`src/rtl/ghostchip_pkg.sv`:
```
`default_nettype none
// ============================================================================
//  Module   : ghostchip_pkg
//  Brief    : Shared display geometry, pixel type and draw-engine state encoding.
//  Revision : 1.0 - initial release
// ============================================================================
package ghostchip_pkg;

    localparam int SCREEN_W = 128;
    localparam int SCREEN_H = 64;
    localparam int LORES_W  = 64;
    localparam int LORES_H  = 32;

    typedef logic [1:0] pixel_t;

    typedef enum logic [2:0] {
        ST_IDLE   = 3'd0,
        ST_FETCH  = 3'd1,
        ST_LATCH  = 3'd2,
        ST_FETCH2 = 3'd3,
        ST_LATCH2 = 3'd4,
        ST_SCAN   = 3'd5,
        ST_WR     = 3'd6,
        ST_DONE   = 3'd7
    } draw_state_t;

endpackage
`default_nettype wire

```
`src/rtl/sprite_row_fetch.sv`:
```
`default_nettype none
// ============================================================================
//  Module   : sprite_row_fetch
//  Brief    : Reads one sprite row (one or two bytes) from main memory and
//             presents it as a left-justified 16-bit word with a valid strobe.
//  Revision : 1.0 - initial release
// ============================================================================
module sprite_row_fetch
    import ghostchip_pkg::*;
#(
    parameter int ADDR_W = 12
) (
    input  logic              clk,
    input  logic              reset,
    input  logic              req_i,
    input  logic              wide_i,
    input  logic [ADDR_W-1:0] base_i,
    input  logic [7:0]        mem_rdata_i,
    output logic              mem_rd_o,
    output logic [ADDR_W-1:0] mem_addr_o,
    output logic [15:0]       row_o,
    output logic              row_valid_o
);

    draw_state_t       ph_q;
    logic              mem_rd_q;
    logic [ADDR_W-1:0] mem_addr_q;
    logic [7:0]        hi_q;

    always_ff @(posedge clk) begin
        if (reset) begin
            ph_q       <= ST_IDLE;
            mem_rd_q   <= 1'b0;
            mem_addr_q <= '0;
            hi_q       <= '0;
        end else begin
            case (ph_q)
                ST_IDLE: begin
                    if (req_i) begin
                        ph_q       <= ST_FETCH;
                        mem_rd_q   <= 1'b1;
                        mem_addr_q <= base_i;
                    end
                end
                ST_FETCH: begin
                    ph_q     <= ST_LATCH;
                    mem_rd_q <= 1'b0;
                end
                ST_LATCH: begin
                    hi_q <= mem_rdata_i;
                    if (wide_i) begin
                        ph_q       <= ST_FETCH2;
                        mem_rd_q   <= 1'b1;
                        mem_addr_q <= mem_addr_q + ADDR_W'(1);
                    end else begin
                        ph_q <= ST_IDLE;
                    end
                end
                ST_FETCH2: begin
                    ph_q     <= ST_LATCH2;
                    mem_rd_q <= 1'b0;
                end
                default: ph_q <= ST_IDLE;
            endcase
        end
    end

    // Read data arrives in the latch cycle, so the word is forwarded straight through.
    assign row_o       = wide_i ? {hi_q, mem_rdata_i} : {mem_rdata_i, 8'h00};
    assign row_valid_o = ((ph_q == ST_LATCH) && !wide_i) || (ph_q == ST_LATCH2);
    assign mem_rd_o    = mem_rd_q;
    assign mem_addr_o  = mem_addr_q;

endmodule
`default_nettype wire

```
`src/rtl/sprite_draw.sv`:
```
`default_nettype none
// ============================================================================
//  Module   : sprite_draw
//  Brief    : DXYN sprite engine: fetches sprite rows, clips, and XOR-draws into
//             the 2-bit frame store with read-modify-write, reporting collision.
//  Revision : 1.0 - initial release
// ============================================================================
module sprite_draw
    import ghostchip_pkg::*;
#(
    parameter int ADDR_W = 12
) (
    input  logic              clk,
    input  logic              reset,
    input  logic              start,
    input  logic [7:0]        x,
    input  logic [7:0]        y,
    input  logic [3:0]        n,
    input  logic [ADDR_W-1:0] addr,
    input  logic              hires,
    input  logic [1:0]        plane_mask,
    output logic              busy,
    output logic              done,
    output logic              collision,
    output logic              mem_rd,
    output logic [ADDR_W-1:0] mem_addr,
    input  logic [7:0]        mem_rdata,
    output logic [6:0]        hpos,
    output logic [5:0]        vpos,
    output logic [1:0]        pixeli,
    input  logic [1:0]        pixelo,
    output logic              we
);

    draw_state_t       state_q;
    logic [6:0]        ox_q;
    logic [5:0]        oy_q;
    logic              hires_q;
    logic              wide_q;
    pixel_t            mask_q;
    logic [3:0]        last_row_q;
    logic [3:0]        row_q;
    logic [3:0]        col_q;
    logic [1:0]        sub_q;
    logic [15:0]       bits_q;
    logic [ADDR_W-1:0] row_addr_q;
    logic              coll_q;

    logic              w_accept;
    logic [7:0]        w_px;
    logic [6:0]        w_py;
    logic              w_visible;
    logic              w_bit;
    logic              w_col_last;
    logic              w_row_last;
    logic              w_advance;
    logic              w_next_row;
    logic              w_fetch_req;
    logic [ADDR_W-1:0] w_next_addr;
    logic [ADDR_W-1:0] w_fetch_base;
    logic [15:0]       w_row_word;
    logic              w_row_valid;
    logic              w_unused;

    assign w_unused = ^{x[7], y[7:6]};

    assign w_accept   = (state_q == ST_IDLE) && start;
    assign w_px       = {1'b0, ox_q} + {4'b0, col_q};
    assign w_py       = {1'b0, oy_q} + {3'b0, row_q};
    // Clip against the logical screen; lores coordinates are pre-scaling.
    assign w_visible  = hires_q ? ((w_px < 8'(SCREEN_W)) && (w_py < 7'(SCREEN_H)))
                                : ((w_px < 8'(LORES_W))  && (w_py < 7'(LORES_H)));
    assign w_bit      = bits_q[~col_q];
    assign w_col_last = (col_q == (wide_q ? 4'd15 : 4'd7));
    assign w_row_last = (row_q == last_row_q);

    assign w_advance  = ((state_q == ST_SCAN) && !(w_bit && w_visible)) ||
                        ((state_q == ST_WR) && (hires_q || (sub_q == 2'd3)));
    assign w_next_row   = w_advance && w_col_last && !w_row_last;
    assign w_fetch_req  = w_accept || w_next_row;
    assign w_next_addr  = row_addr_q + (wide_q ? ADDR_W'(2) : ADDR_W'(1));
    assign w_fetch_base = w_accept ? addr : w_next_addr;

    sprite_row_fetch #(
        .ADDR_W (ADDR_W)
    ) u_fetch (
        .clk         (clk),
        .reset       (reset),
        .req_i       (w_fetch_req),
        .wide_i      (wide_q),
        .base_i      (w_fetch_base),
        .mem_rdata_i (mem_rdata),
        .mem_rd_o    (mem_rd),
        .mem_addr_o  (mem_addr),
        .row_o       (w_row_word),
        .row_valid_o (w_row_valid)
    );

    always_ff @(posedge clk) begin
        if (reset) begin
            state_q    <= ST_IDLE;
            ox_q       <= '0;
            oy_q       <= '0;
            hires_q    <= 1'b0;
            wide_q     <= 1'b0;
            mask_q     <= '0;
            last_row_q <= '0;
            row_q      <= '0;
            col_q      <= '0;
            sub_q      <= '0;
            bits_q     <= '0;
            row_addr_q <= '0;
            coll_q     <= 1'b0;
        end else begin
            case (state_q)
                ST_IDLE: begin
                    if (start) begin
                        ox_q       <= hires ? x[6:0] : {1'b0, x[5:0]};
                        oy_q       <= hires ? y[5:0] : {1'b0, y[4:0]};
                        hires_q    <= hires;
                        wide_q     <= (n == 4'd0);
                        last_row_q <= (n == 4'd0) ? 4'd15 : n - 4'd1;
                        mask_q     <= plane_mask;
                        row_q      <= '0;
                        col_q      <= '0;
                        sub_q      <= '0;
                        row_addr_q <= addr;
                        coll_q     <= 1'b0;
                        state_q    <= ST_FETCH;
                    end
                end
                ST_FETCH: begin
                    if (w_row_valid) begin
                        bits_q  <= w_row_word;
                        col_q   <= '0;
                        sub_q   <= '0;
                        state_q <= ST_SCAN;
                    end
                end
                ST_SCAN: begin
                    if (!w_advance) begin
                        state_q <= ST_WR;
                    end
                end
                ST_WR: begin
                    if ((pixelo & mask_q) != 2'b00) begin
                        coll_q <= 1'b1;
                    end
                    if (!w_advance) begin
                        sub_q   <= sub_q + 2'd1;
                        state_q <= ST_SCAN;
                    end
                end
                default: state_q <= ST_IDLE;
            endcase

            // Column/row stepping shared by skipped columns and finished writes.
            if (w_advance) begin
                sub_q <= '0;
                if (!w_col_last) begin
                    col_q   <= col_q + 4'd1;
                    state_q <= ST_SCAN;
                end else if (!w_row_last) begin
                    row_q      <= row_q + 4'd1;
                    row_addr_q <= w_next_addr;
                    state_q    <= ST_FETCH;
                end else begin
                    state_q <= ST_DONE;
                end
            end
        end
    end

    assign busy      = (state_q != ST_IDLE) && (state_q != ST_DONE);
    assign done      = (state_q == ST_DONE);
    assign collision = coll_q;
    assign we        = (state_q == ST_WR);
    assign hpos      = ((state_q == ST_SCAN) || we) ? (hires_q ? w_px[6:0] : {w_px[5:0], sub_q[0]}) : '0;
    assign vpos      = ((state_q == ST_SCAN) || we) ? (hires_q ? w_py[5:0] : {w_py[4:0], sub_q[1]}) : '0;
    assign pixeli    = we ? (pixelo ^ mask_q) : '0;

endmodule
`default_nettype wire

```
`config.mk`:
```
export PLATFORM = sky130hd
export DESIGN_NAME = sprite_draw
export DESIGN_NICKNAME = d
export VERILOG_FILES = /design/src/rtl/ghostchip_pkg.sv /design/src/rtl/sprite_row_fetch.sv /design/src/rtl/sprite_draw.sv
export SDC_FILE = /design/constraint.sdc
export NUM_CORES = 1
export LEC_CHECK = 0
export ABC_CLOCK_PERIOD_IN_PS = 2700
export CAP_MARGIN = 20
export CORE_ASPECT_RATIO = 2
export CORE_MARGIN = 2
export CORE_UTILIZATION = 50
export DETAILED_ROUTE_END_ITERATION = 7
export PLACE_DENSITY = 0.88
export SYNTH_ARGS = -nofsm -noshare
export SYNTH_HDL_FRONTEND = slang
export SYNTH_SLANG_ARGS = --single-unit
```
`constraint.sdc`:
```
create_clock -name clk -period 2.7 [get_ports clk]
set_clock_uncertainty 0.05 [all_clocks]
set_input_delay 0.54 -clock clk [delete_from_list [all_inputs] [get_ports clk]]
set_output_delay 0.54 -clock clk [all_outputs]
set_load 0.05 [all_outputs]
```
# [Word level (Yosys, flattened, before mapping)]
# Cells that the tools add are included.
[totals] inputBits=48 ff_bits=87 ram_bits=0 mem_bits_ro=0 elab_cells=139 mem_count=0 out_inout_bits=32 latchBits=0
[op_classes] n_mul=0 shifts=0 n_bitwise=3 add_sub_neg=8 eq_ne=19 reduce_logical=36 n_mux=51 magnitude_cmp=5 n_div=0
[op_table] op="two-way mux 12 bit" count=8
[op_table] op="two-way mux 4 bit" count=11
[op_table] op="one-hot mux 12 bit (2 select lines)" count=1
[op_table] op="one-hot mux 3 bit (4 select lines)" count=2
[op_table] op="two-way mux 7 bit" count=3
[op_table] op="two-way mux 3 bit" count=6
[op_table] op="two-way mux 6 bit" count=3
[op_table] op="two-way mux 16 bit" count=1
[op_table] op="adder 12 x 1 -> 12 bit (second input constant)" count=1
[op_table] op="adder 12 x 2 -> 12 bit" count=1
[op_table] op="equality test 3 bit (second input constant)" count=4
[op_table] op="AND reduction 3 bit" count=4
[op_table] op="logical AND 1 bit" count=10
[op_table] op="two-way mux 2 bit" count=5
[op_table] op="nonzero test 3 bit" count=3
[op_table] op="adder 4 x 1 -> 4 bit (second input constant)" count=2
[op_table] op="adder 7 x 4 -> 8 bit" count=1
[op_table] op="equality test 4 bit" count=2
[op_table] op="< comparator 8 x 7 -> 1 bit (second input constant)" count=1
[op_table] op="< comparator 8 bit (second input constant)" count=1
[op_table] op="one-hot mux 4 bit (2 select lines)" count=1
[op_table] op="adder 6 x 4 -> 7 bit" count=1
[op_table] op="< comparator 7 x 6 -> 1 bit (second input constant)" count=1
[op_table] op="< comparator 7 bit (second input constant)" count=1
[op_table] op="other kinds (25)" count=48

# [Longest topological paths before layout]
# Gate-level depths: netlist (run 1).
[depth] depth_word=13 depth_mapped=12 mapped_depth_nobuf=11

# [Cells and area by module]
# Synthesis (run 1) repeated with hierarchy kept, for this count alone.
[unflattened] cells_unflattened=668 hier_area_um2=5231.3
[modules_own_cells] module="sprite_draw" n_inst=1 area_per_inst_um2=3895.0 seq_area_each_um2=1261.2 cells_each=507
[modules_own_cells] module="sprite_row_fetch" n_inst=1 area_per_inst_um2=1336.3 seq_area_each_um2=480.5 cells_each=161

# [Worst setup path before layout (run 1)]
# No wires, ideal clock.
[synth_path] path_kind="flip-flop to output port" start="reg col_q[1]" end="out hpos[6]" required_ns=2.110 n_path_buf=0 setup_slack_ns=-0.528 path_stages_with_launch=8 t_arrival_ns=2.638 path_cell_list="dfxtp_1 -> ha_1 -> a21o_1 -> a211oi_1 -> nor2b_1 -> xor2_1 -> nor2_1 -> a211oi_1"
[synth_between] elab_chain_cells=3
[synth_lines] element="from (decl)" line="sprite_draw.sv:43" source="logic [3:0] col_q;"
[synth_lines] element="from (signal assigned)" line="sprite_draw.sv:161" source="col_q <= col_q + 4'd1;"
[synth_lines] element="adder 7 x 4 -> 8 bit" line="sprite_draw.sv:68" source="assign w_px = {1'b0, ox_q} + {4'b0, col_q};"
[synth_lines] element="two-way mux 7 bit (2 in a row)" line="sprite_draw.sv:178" source="assign hpos = ((state_q == ST_SCAN) || we) ? (hires_q ? w_px[6:0] : {w_px[5:0], sub_q[0]}) : '0;"
[synth_lines] element="to (decl)" line="sprite_draw.sv:28" source="output logic [6:0] hpos,"
# Every way passes these cells.

# [Final worst setup path (run 1)]
[layout_path] start="reg ox_q[0]" end="reg row_addr_q[1]"
[layout_between] elab_chain_cells=9 elab_cells_between_ends=11 classes_between="1 x add/sub; 2 x order compare; 2 x mux; 6 x reduce/logical"
[layout_lines] element="from (decl)" line="sprite_draw.sv:36" source="logic [6:0] ox_q;"
[layout_lines] element="from (signal assigned)" line="sprite_draw.sv:118" source="ox_q <= hires ? x[6:0] : {1'b0, x[5:0]};"
[layout_lines] element="adder 7 x 4 -> 8 bit *" line="sprite_draw.sv:68"
[layout_lines] element="< comparator 8 x 7 -> 1 bit or < comparator 8 bit (tied branches)" line="sprite_draw.sv:72, sprite_draw.sv:71"
[layout_lines] element="logical AND 1 bit, on equally long branches" line="sprite_draw.sv:72, sprite_draw.sv:71"
[layout_lines] element="two-way mux 1 bit *" line="sprite_draw.sv:71" source="assign w_visible = hires_q ? ((w_px < 8'(SCREEN_W)) && (w_py < 7'(SCREEN_H)))"
[layout_lines] element="logical AND 1 bit *" line="sprite_draw.sv:77" source="assign w_advance = ((state_q == ST_SCAN) && !(w_bit && w_visible)) ||"
[layout_lines] element="logical NOT 1 bit *" line="sprite_draw.sv:77"
[layout_lines] element="logical AND 1 bit *" line="sprite_draw.sv:77"
[layout_lines] element="logical OR 1 bit *" line="sprite_draw.sv:77"
[layout_lines] element="two-way mux 12 bit *" line="sprite_draw.sv:158" source="if (w_advance) begin"
[layout_lines] element="to (signal assigned)" line="sprite_draw.sv:127" source="row_addr_q <= addr;"
[layout_lines] element="to (signal assigned)" line="sprite_draw.sv:165" source="row_addr_q <= w_next_addr;"
[layout_lines] element="to (decl)" line="sprite_draw.sv:46" source="logic [ADDR_W-1:0] row_addr_q;"
# Every way passes the cells marked *; elsewhere a longest branch is shown, timed or not.
# A chain may end at the register's enable or synchronous reset.

==> impl_metrics.toml, run 1 <==
[die]
initial_core_util = 0.5068
std_cell_rows = 53
ios = 80
core_area_mm2 = 0.01041
die_h_um = 149.3
dieArea_mm2 = 0.01144
die_w_um = 76.64

[clock_tree]
postCtsHoldBufs = 0
cts.htree.levels = 3
numCtsBuffers = 9
clkLatencyLatePin_ns = 0.35
cts_sinks = 87
cts-root-buf = "clkbuf_16"
clkTransAtPathRegs_ns = 0.07
clockBufferDepth = 2
cts_tree = "built"

[timing]
report.final.slew_viol_count = 0
tightest_slew_ns = 0.9435
period_minus_slack_ns = 3.034
setup_ws_ns = -0.3343
period_share = 1.124
maxSlewHeadroom = 0.3710
hold_viol = 0
fmax_mhz = 329.6
finalSetupViolCount = 39
rsz0062_at_grt = "true"

[power_and_ir_drop]
ir_drop_uv = 371.6
pwr_density_cell_mw_per_mm2 = 453.2
power.leakage_uw = 0.002735

[worst_hold_path]
hold_start = "bits_q[2]"
hp-class = "register to register"
holdPathStages = 2
min_to = "bits_q[2]"

[place]
placed_cells = 868
place.port_buffers = 76
hpwl_um = 11110
dp_slack_ns = -0.1523
gp_congestion = 0.8929

[synth]
synth_fp_nets = 733
ys_ff_latch = 87
yosysWarnings = 0
syn_area_per_cell_um2 = 7.946
synthDistinctLibCells = 56
async_reset_ff_frac = 0
synth-edff-count = 0
synth.top_cell.area_share = 0.3301
yosys.area.top_type = "dfxtp_1"
synth_ff_type = "dfxtp_1"
ys_seq_area_frac = 0.3301
ys_top_cells_by_area = "dfxtp_1 (33%), nand2_1 (6.8%), a21oi_1 (6.5%), mux2i_1 (4.4%), ha_1 (4.3%)"
netlist_area_mm2 = 0.005276
syn_inst = 664
yosysMostFrequentCell = "nand2_1"
synth_common_cells = "nand2_1 (96), dfxtp_1 (87), a21oi_1 (68)"

[finish]
drive_gt1_frac = 0.2283
fill_cells = 660
fin_nets = 826
area_growth_pct = 41.33
final_cells = 899
n_antenna_cell = 0

[worst_setup_path]
r2r_cells = 12
r2r_end = "row_addr_q[1]"
required_ns = 2.87
arrival_ns = 3.20
cp-start-kind = "register"
crit_fanout = 7
r2r_slack_ns = -0.33
worstReg2RegStart = "ox_q[0]"
worstSetupPathType = "register to register"
endpoint_kind = "register"

[global_route]
antenna_found_initial = 0
grt-ovfl-total = 0
grt_pass1_wl_um = 27520
grt_use_total = 0.3043
grt_max_degree = 42
grt_pass1_vias = 5651

[status]
failed_checks = "setup timing"
outcome = "finished, violations left"

[routing]
wl_per_cell_um = 21.81
dr.pass1.iters = 8
drc = 0
via_per_inst = 6.503
drt_iter0_drc = 603
vias = 5846
ant_nets = 0
wirelength_um = 19610

[flow_run]
maxCapViolations = 0
[per-stage QoR]
stage	util	setup TNS, ns	cell area [um^2]	total power [uW]	hold WS [ns]
3_5_place_dp	0.6236	-2.209	6492	1985	0.4009
6_report	0.7163	-4.089	7457	3380	0.4089
3_3_place_gp	0.6236	-0.01808	6492	1962	0.3851
5_1_grt	0.7163	-5.729	7457	3463	0.4262
4_1_cts	0.6861	-1.610	7143	3286	0.4102
2_1_floorplan	-	0	5316	1761	0.3771
[where the power goes]
part | internal [uW] | switching (uW)
Sequential | 1340 | 73.0
Clock | 731 | 573
Combinational | 278 | 387
Total | 2350 | 1030
[critical path, stage by stage (launching register included)]
cell,delay [ns]
dfxtp_4,0.37
ha_4,0.14
inv_2,0.04
fa_2,0.36
nor2b_4,0.15
o311a_1,0.21
buf_6,0.12
mux2i_4,0.24
a41oi_4,0.19
buf_6,0.19
a21oi_4,0.28
nand2_1,0.16
a31oi_1,0.37
[repair_timing]
action,CTS,global route
cloned,2,1
hold endpoints to repair,0,0
buffers inserted,8,6
resized for setup,45,62
endpoints found under the setup margin,40,47
pin swaps,28,26
[cells in the final DEF (no fill, tap or decap), drive strengths merged, types with 3 or more instances in the layout]
cell           netlist  final
a211oi              19     19
a21o                 7      7
a21oi               69     69
a22oi                6      6
a31oi                5      5
and2                 4      4
and3                 4      4
buf                 13     68
clkbuf              34     11
clkdlybuf4s50        0     59
clkinv               0      4
dfxtp               87     87
fa                   3      3
ha                  18     18
inv                 13     15
mux2i               23     23
mux4                 4      4
nand2               97     97
nand2b              21     21
nand3               25     25
nand3b               4      4
nor2                54     54
nor2b               16     16
nor3                22     22
nor4                 4      4
o211ai               3      3
o21a                 4      4
o21ai               28     28
o22ai               10     10
o31a                 8      8
o31ai                9      9
xnor2               10     10
xor2                17     17
[registers in the layout, summed over array words and instances (netlist names)]
name / cells
collision: 1
u_fetch.mem_rd_o: 1
u_fetch.mem_addr_o: 12
row_addr_q: 12
row_q: 4
hires_q: 1
ox_q: 7
last_row_q: 4
col_q: 4
oy_q: 6
u_fetch.hi_q: 8
u_fetch.ph_q: 3
bits_q: 16
wide_q: 1
sub_q: 2
mask_q: 2
state_q: 3
[per-layer routing]
| metal | track usage | routed length [um] | vias up |
|---|---|---|---|
| met2 | 0.5761 | 10180 | 396 |
| met3 | 0.04298 | 1309 | 162 |
| met1 | 0.2949 | 6444 | 2758 |
| li1 | - | - | 2530 |
| met4 | 0.2218 | 1681 | 0 |
| met5 | 0 | 0 | - |
[final cells by class]
class / instances / area, um^2 / share of cell area
Clock buffer: 9 / 225.2 / 0.03020
Timing Repair Buffer: 129 / 1439 / 0.1930
Tap cell: 137 / 171.4 / 0.02299
Sequential cell: 87 / 1753 / 0.2351
Multi-Input combinational cell: 517 / 3739 / 0.5013
Clock inverter: 7 / 81.33 / 0.01091
Inverter: 13 / 48.80 / 0.006544
[logic make-up after synthesis]
family	synth area share
AOI/OAI and AO/OA	0.2231
xor gates and xnor gates	0.04482
adders and majority gates	0.05407
buffers and inverters	0.05075
DFF	0.3301
muxes	0.06569
and+or+nand+nor	0.2314
[how the worst max path moves through the flow]
stage / startpoint / end / slack (ns) / cells after the start
6_report: ox_q[0] / row_addr_q[1] / -0.33 / 12
5_1_grt: ox_q[0] / hpos[6] / -0.36 / 9
4_1_cts: col_q[0] / hpos[5] / -0.34 / 11
3_5_place_dp: ox_q[0] / u_fetch.mem_addr_o[1] / -0.15 / 10
3_3_place_gp: ox_q[0] / u_fetch.mem_addr_o[1] / -0.02 / 10
2_1_floorplan: col_q[0] / u_fetch.mem_addr_o[0] / 0.006 / 12
No activity file was read; power rests on OpenSTA's default activity.
==> run 2, diff against run 1 <==
HOLD_SLACK_MARGIN = 0.03   (was not set)
PLACE_DENSITY = not set   (was 0.88)
PLACE_DENSITY_LB_ADDON = 0.3   (was not set)
==> impl_metrics.toml, run 2 (same netlist as run 1, synthesis figures left out) <==
[finish]
drive_gt1_frac = 0.2029
largest_reg_flops = 16
area_growth_pct = 38.61
postLayoutCellArea_mm2 = 0.007313
final_cells = 901
mostFrequentLayoutCells = "nand2_1 (91), dfxtp_1 (81), a21oi_1 (61), clkdlybuf4s50_1 (59), nor2_1 (47)"
final_util = 0.7024
layout_commonest_cell = "nand2_1"
n_antenna_cell = 0
top_register = "bits_q"
fin_nets = 828

[power_and_ir_drop]
power.leakage_uw = 0.002724
pwr_density_cell_mw_per_mm2 = 463.1
ir_drop_uv = 334.2

[global_route]
gr-usage-met2 = 0.5000
antenna_found_initial = 0
grt_use_total = 0.2588
grt_max_degree = 57
met1_usage = 0.2491
grt_pass1_vias = 5307
grt-ovfl-total = 0
grt-busiest-layer = "met2"
grt_pass1_wl_um = 23950
grt_use_met3 = 0.03511

[timing]
finalSetupViolCount = 20
maxSlewHeadroom = 0.4840
tightest_slew_ns = 0.7740
fin_tns_setup_ns = -1.270
report.final.slew_viol_count = 0
period_minus_slack_ns = 2.838
hold_viol = 0
rsz0062_at_grt = "true"
period_share = 1.051
setup_ws_ns = -0.1377
fmax_mhz = 352.4

[place]
placed_cells = 875
place_area_mm2 = 0.006573
dp_slack_ns = -0.1549
hpwl_um = 10800
gp_congestion = 0.8779
place.port_buffers = 76

[worst_setup_path]
cpPeakStageDelay_ns = 0.36
worst-path-buf-inv = 3
r2r_end = "u_fetch.mem_addr_o[1]"
critical-path-top-delay-family = "adder cells"
crit_chain = "ha_4, inv_2, fa_2, nor2b_2, o311a_1, buf_4, xnor2_2, a211oi_2, clkbuf_16"
r2r_slack_ns = -0.13
slowest_stage = "fa_2"
crit_fanout = 2
endpoint_kind = "output pin"
arrival_ns = 2.25
r2r_cells = 11
worstSetupPathType = "register to output pin"
cp-start-kind = "register"
worstReg2RegStart = "col_q[0]"
required_ns = 2.11

[clock_tree]
clkLatencyLatePin_ns = 0.34
cts.htree.levels = 3
cts_tree = "built"
numCtsBuffers = 9
cts-root-buf = "clkbuf_16"
postCtsHoldBufs = 0
clkTransAtPathRegs_ns = 0.07
cts_sinks = 87
clockBufferDepth = 2

[routing]
dr.pass1.iters = 5
wl_per_cell_um = 17.11
via_per_inst = 5.868
ant_nets = 0
wirelength_um = 15420
vias = 5287
drc = 0
drt_iter0_drc = 337

[die]
die_w_um = 76.64
die_h_um = 149.3
std_cell_rows = 53
initial_core_util = 0.5068
ios = 80
core_area_mm2 = 0.01041
dieArea_mm2 = 0.01144

[worst_hold_path]
hold_start = "bits_q[2]"
min_to = "bits_q[2]"
hp-class = "register to register"
holdPathStages = 2

[flow_run]
maxCapViolations = 0

[status]
failed_checks = "setup timing"
outcome = "finished, violations left"
## run 2: per-stage QoR
| step | hold WS [ns] | total power [uW] |
|---|---|---|
| floorplan | 0.3771 | 1761 |
| global placement | 0.3850 | 1976 |
| detailed placement | 0.4013 | 1995 |
| CTS | 0.4121 | 3346 |
| global route | 0.4341 | 3495 |
| finish | 0.4113 | 3387 |
## run 2: report_power, final
group	switching [uW]	total, uW	internal (uW)
clock	532	1350	816
combinational	359	638	279
sequential	62.4	1400	1340
## run 2: layout make-up
class	instances	area [um^2]
multi-input combinational	517	3581
clock buffer	10	229.0
inverter	13	48.80
fill	850	3098
sequential	87	1752
tap	137	171.4
clock inverter	6	92.59
timing repair buffer	131	1439
## run 2: how the worst max path moves through the flow
stage,to,slack [ns],cells past startpoint,from
floorplan,u_fetch.mem_addr_o[0],0.006,12,col_q[0]
global placement,u_fetch.mem_addr_o[1],-0.1,11,ox_q[0]
detailed placement,u_fetch.mem_addr_o[1],-0.15,11,ox_q[0]
CTS,hpos[4],-0.19,11,ox_q[0]
global route,u_fetch.mem_addr_o[1],-0.23,11,col_q[0]
finish,hpos[6],-0.14,9,col_q[0]
## run 2: worst reg2reg max path: stages, from the launching register on
cell      delay (ns)
dfxtp_2         0.35
ha_4            0.14
inv_2           0.04
fa_2            0.36
nor2b_2         0.14
o311a_1         0.22
mux2i_2         0.27
a41oi_2         0.19
buf_6           0.18
a211oi_4        0.25
nand2b_4        0.21
mux2_1          0.32
## run 2: what timing repair did
item / in CTS / in global routing
gates cloned: 0 / 1
setup endpoints to repair: 22 / 41
setup buffers: 6 / 4
resized for setup: 19 / 51
pin swaps: 16 / 34
## run 2: routing by layer
metal	wire length (um)	vias up	share of wire
met5	0	-	0
met4	900	0	0.058
met3	510	60	0.033
met2	8544	146	0.55
met1	5465	2547	0.35
li1	-	2534	-
==> run 3, diff against run 2 <==
ABC_CLOCK_PERIOD_IN_PS = 3300   (was 2700)
CORE_UTILIZATION = 55   (was 50)
REMOVE_ABC_BUFFERS = 1   (was not set)
clock period = 3.3 ns   (was 2.7 ns; I/O delays follow)
==> impl_metrics.toml, run 3 (same netlist as run 1, synthesis figures left out) <==
[status]
outcome = "complete, no violations"

[place]
placed_cells = 813
hpwl_um = 9749
gp_congestion = 0.9297
place.port_buffers = 76

[worst_setup_path]
r2r_cells = 11
crit_chain = "ha_1, fa_1, mux2i_1, nor2_1, clkdlybuf4s50_1"
endpoint_kind = "output pin"
cp-start-kind = "register"
cpPeakStageDelay_ns = 0.81
worstSetupPathType = "register to output pin"
path_depth = 5
critical-path-top-delay-family = "buffers and inverters"
arrival_ns = 2.45
required_ns = 2.59
crit_fanout = 5
slowest_stage = "clkdlybuf4s50_1"
worst-path-buf-inv = 1

[timing]
fin_tns_setup_ns = 0
report.final.slew_viol_count = 0
hold_viol = 0
tightest_slew_ns = 0.8242
maxSlewHeadroom = 0.4455
fin_hold_ws_ns = 0.4015
rsz0062_at_grt = "false"
period_share = 0.9572
fmax_mhz = 316.6
finalSetupViolCount = 0
period_minus_slack_ns = 3.159

[routing]
via_per_inst = 6.064
vias = 5027
dr.pass1.iters = 5
wirelength_um = 13640
ant_nets = 0
wl_per_cell_um = 16.45
drc = 0
drt_iter0_drc = 264

[finish]
fill_cells = 740
top_register = "bits_q"
final_util = 0.6926
regArea_mm2 = 0.001742
layout_commonest_cell = "nand2_1"
final_cells = 829
drive_gt1_frac = 0.08828
n_antenna_cell = 0
mostFrequentLayoutCells = "nand2_1 (96), dfxtp_1 (87), a21oi_1 (68), clkdlybuf4s50_1 (63), nor2_1 (53)"
fin_nets = 789
largest_reg_flops = 16
multi_input_area_mm2 = 0.003287
area_growth_pct = 22.36

[global_route]
grt_pass1_vias = 4847
grt_use_total = 0.2627
grt_max_degree = 70
grt-ovfl-total = 0
grt_pass1_wl_um = 21630
antenna_found_initial = 0

[die]
ios = 80
initial_core_util = 0.5660
die_w_um = 73.26
dieArea_mm2 = 0.01044
core_area_mm2 = 0.009321
die_h_um = 142.5
std_cell_rows = 50

[clock_tree]
numCtsBuffers = 9
cts-root-buf = "clkbuf_16"
cts_sinks = 87
clockBufferDepth = 2
clkLatencyLatePin_ns = 0.34
cts_tree = "built"
post_cts_buffers = 0
clkTransAtPathRegs_ns = 0.06
cts.htree.levels = 3

[flow_run]
maxCapViolations = 0

[worst_hold_path]
hp-class = "register to register"
holdPathStages = 2

[power_and_ir_drop]
total_power_uw = 2610
ir_drop_uv = 314.1
power.leakage_uw = 0.002408
pwr_density_cell_mw_per_mm2 = 404.3
## run 3: cell types whose count changed in the layout (fill, tap and decap cells not counted), sizes merged
cell | before | now
buf | 70 | 29
clkdlybuf4s50 | 59 | 63
bufinv | 2 | 1
clkbuf | 12 | 11
clkinvlp | 2 | 3
inv | 14 | 13
## run 3: final cells by class
class                   instances  area share
clock buffers                  11     0.03760
clock inverters                 5    0.008915
inverters                      13    0.007558
multi-input cells             517      0.5091
flip-flops and latches         87      0.2698
well taps                     104     0.02016
repair buffers                 92      0.1469
## run 3: worst paths after layout
path	start	to	slack (ns)
max	row_q[0]	vpos[1]	0.14
min reg2reg	bits_q[3]	bits_q[3]	0.40
min	bits_q[3]	bits_q[3]	0.40
max reg2reg	ox_q[0]	row_addr_q[9]	0.19
## run 3: layer usage
| layer | GRT usage | wire length [um] |
|---|---|---|
| met5 | 0 | 0 |
| met4 | 0.1715 | 708 |
| met3 | 0.04178 | 582 |
| met2 | 0.4794 | 7347 |
| met1 | 0.2618 | 4996 |
## run 3: metrics by stage
stage	setup slack (ns)	area [um^2]
5_1_grt	0.03216	6456
4_1_cts	0.02685	6446
6_report	0.1413	6456
3_5_place_dp	0.1904	6146
2_1_floorplan	-0.8886	5057
3_3_place_gp	0.3599	6146
## run 3: power by group
group          internal, uW  switching (uW)
sequential             1100            52.4
clock                   606             421
combinational           187             248
total                  1890             721
## run 3: timing repair
action,CTS,global route
endpoints found under the setup margin,0,1
hold buffers,0,0
gates resized for setup,0,2
## run 3: tightest hold or removal path, cell delays in order (launching register included)
cell and delay [ns]:
dfxtp_1 0.31, nand2_1 0.05, a21oi_1 0.05
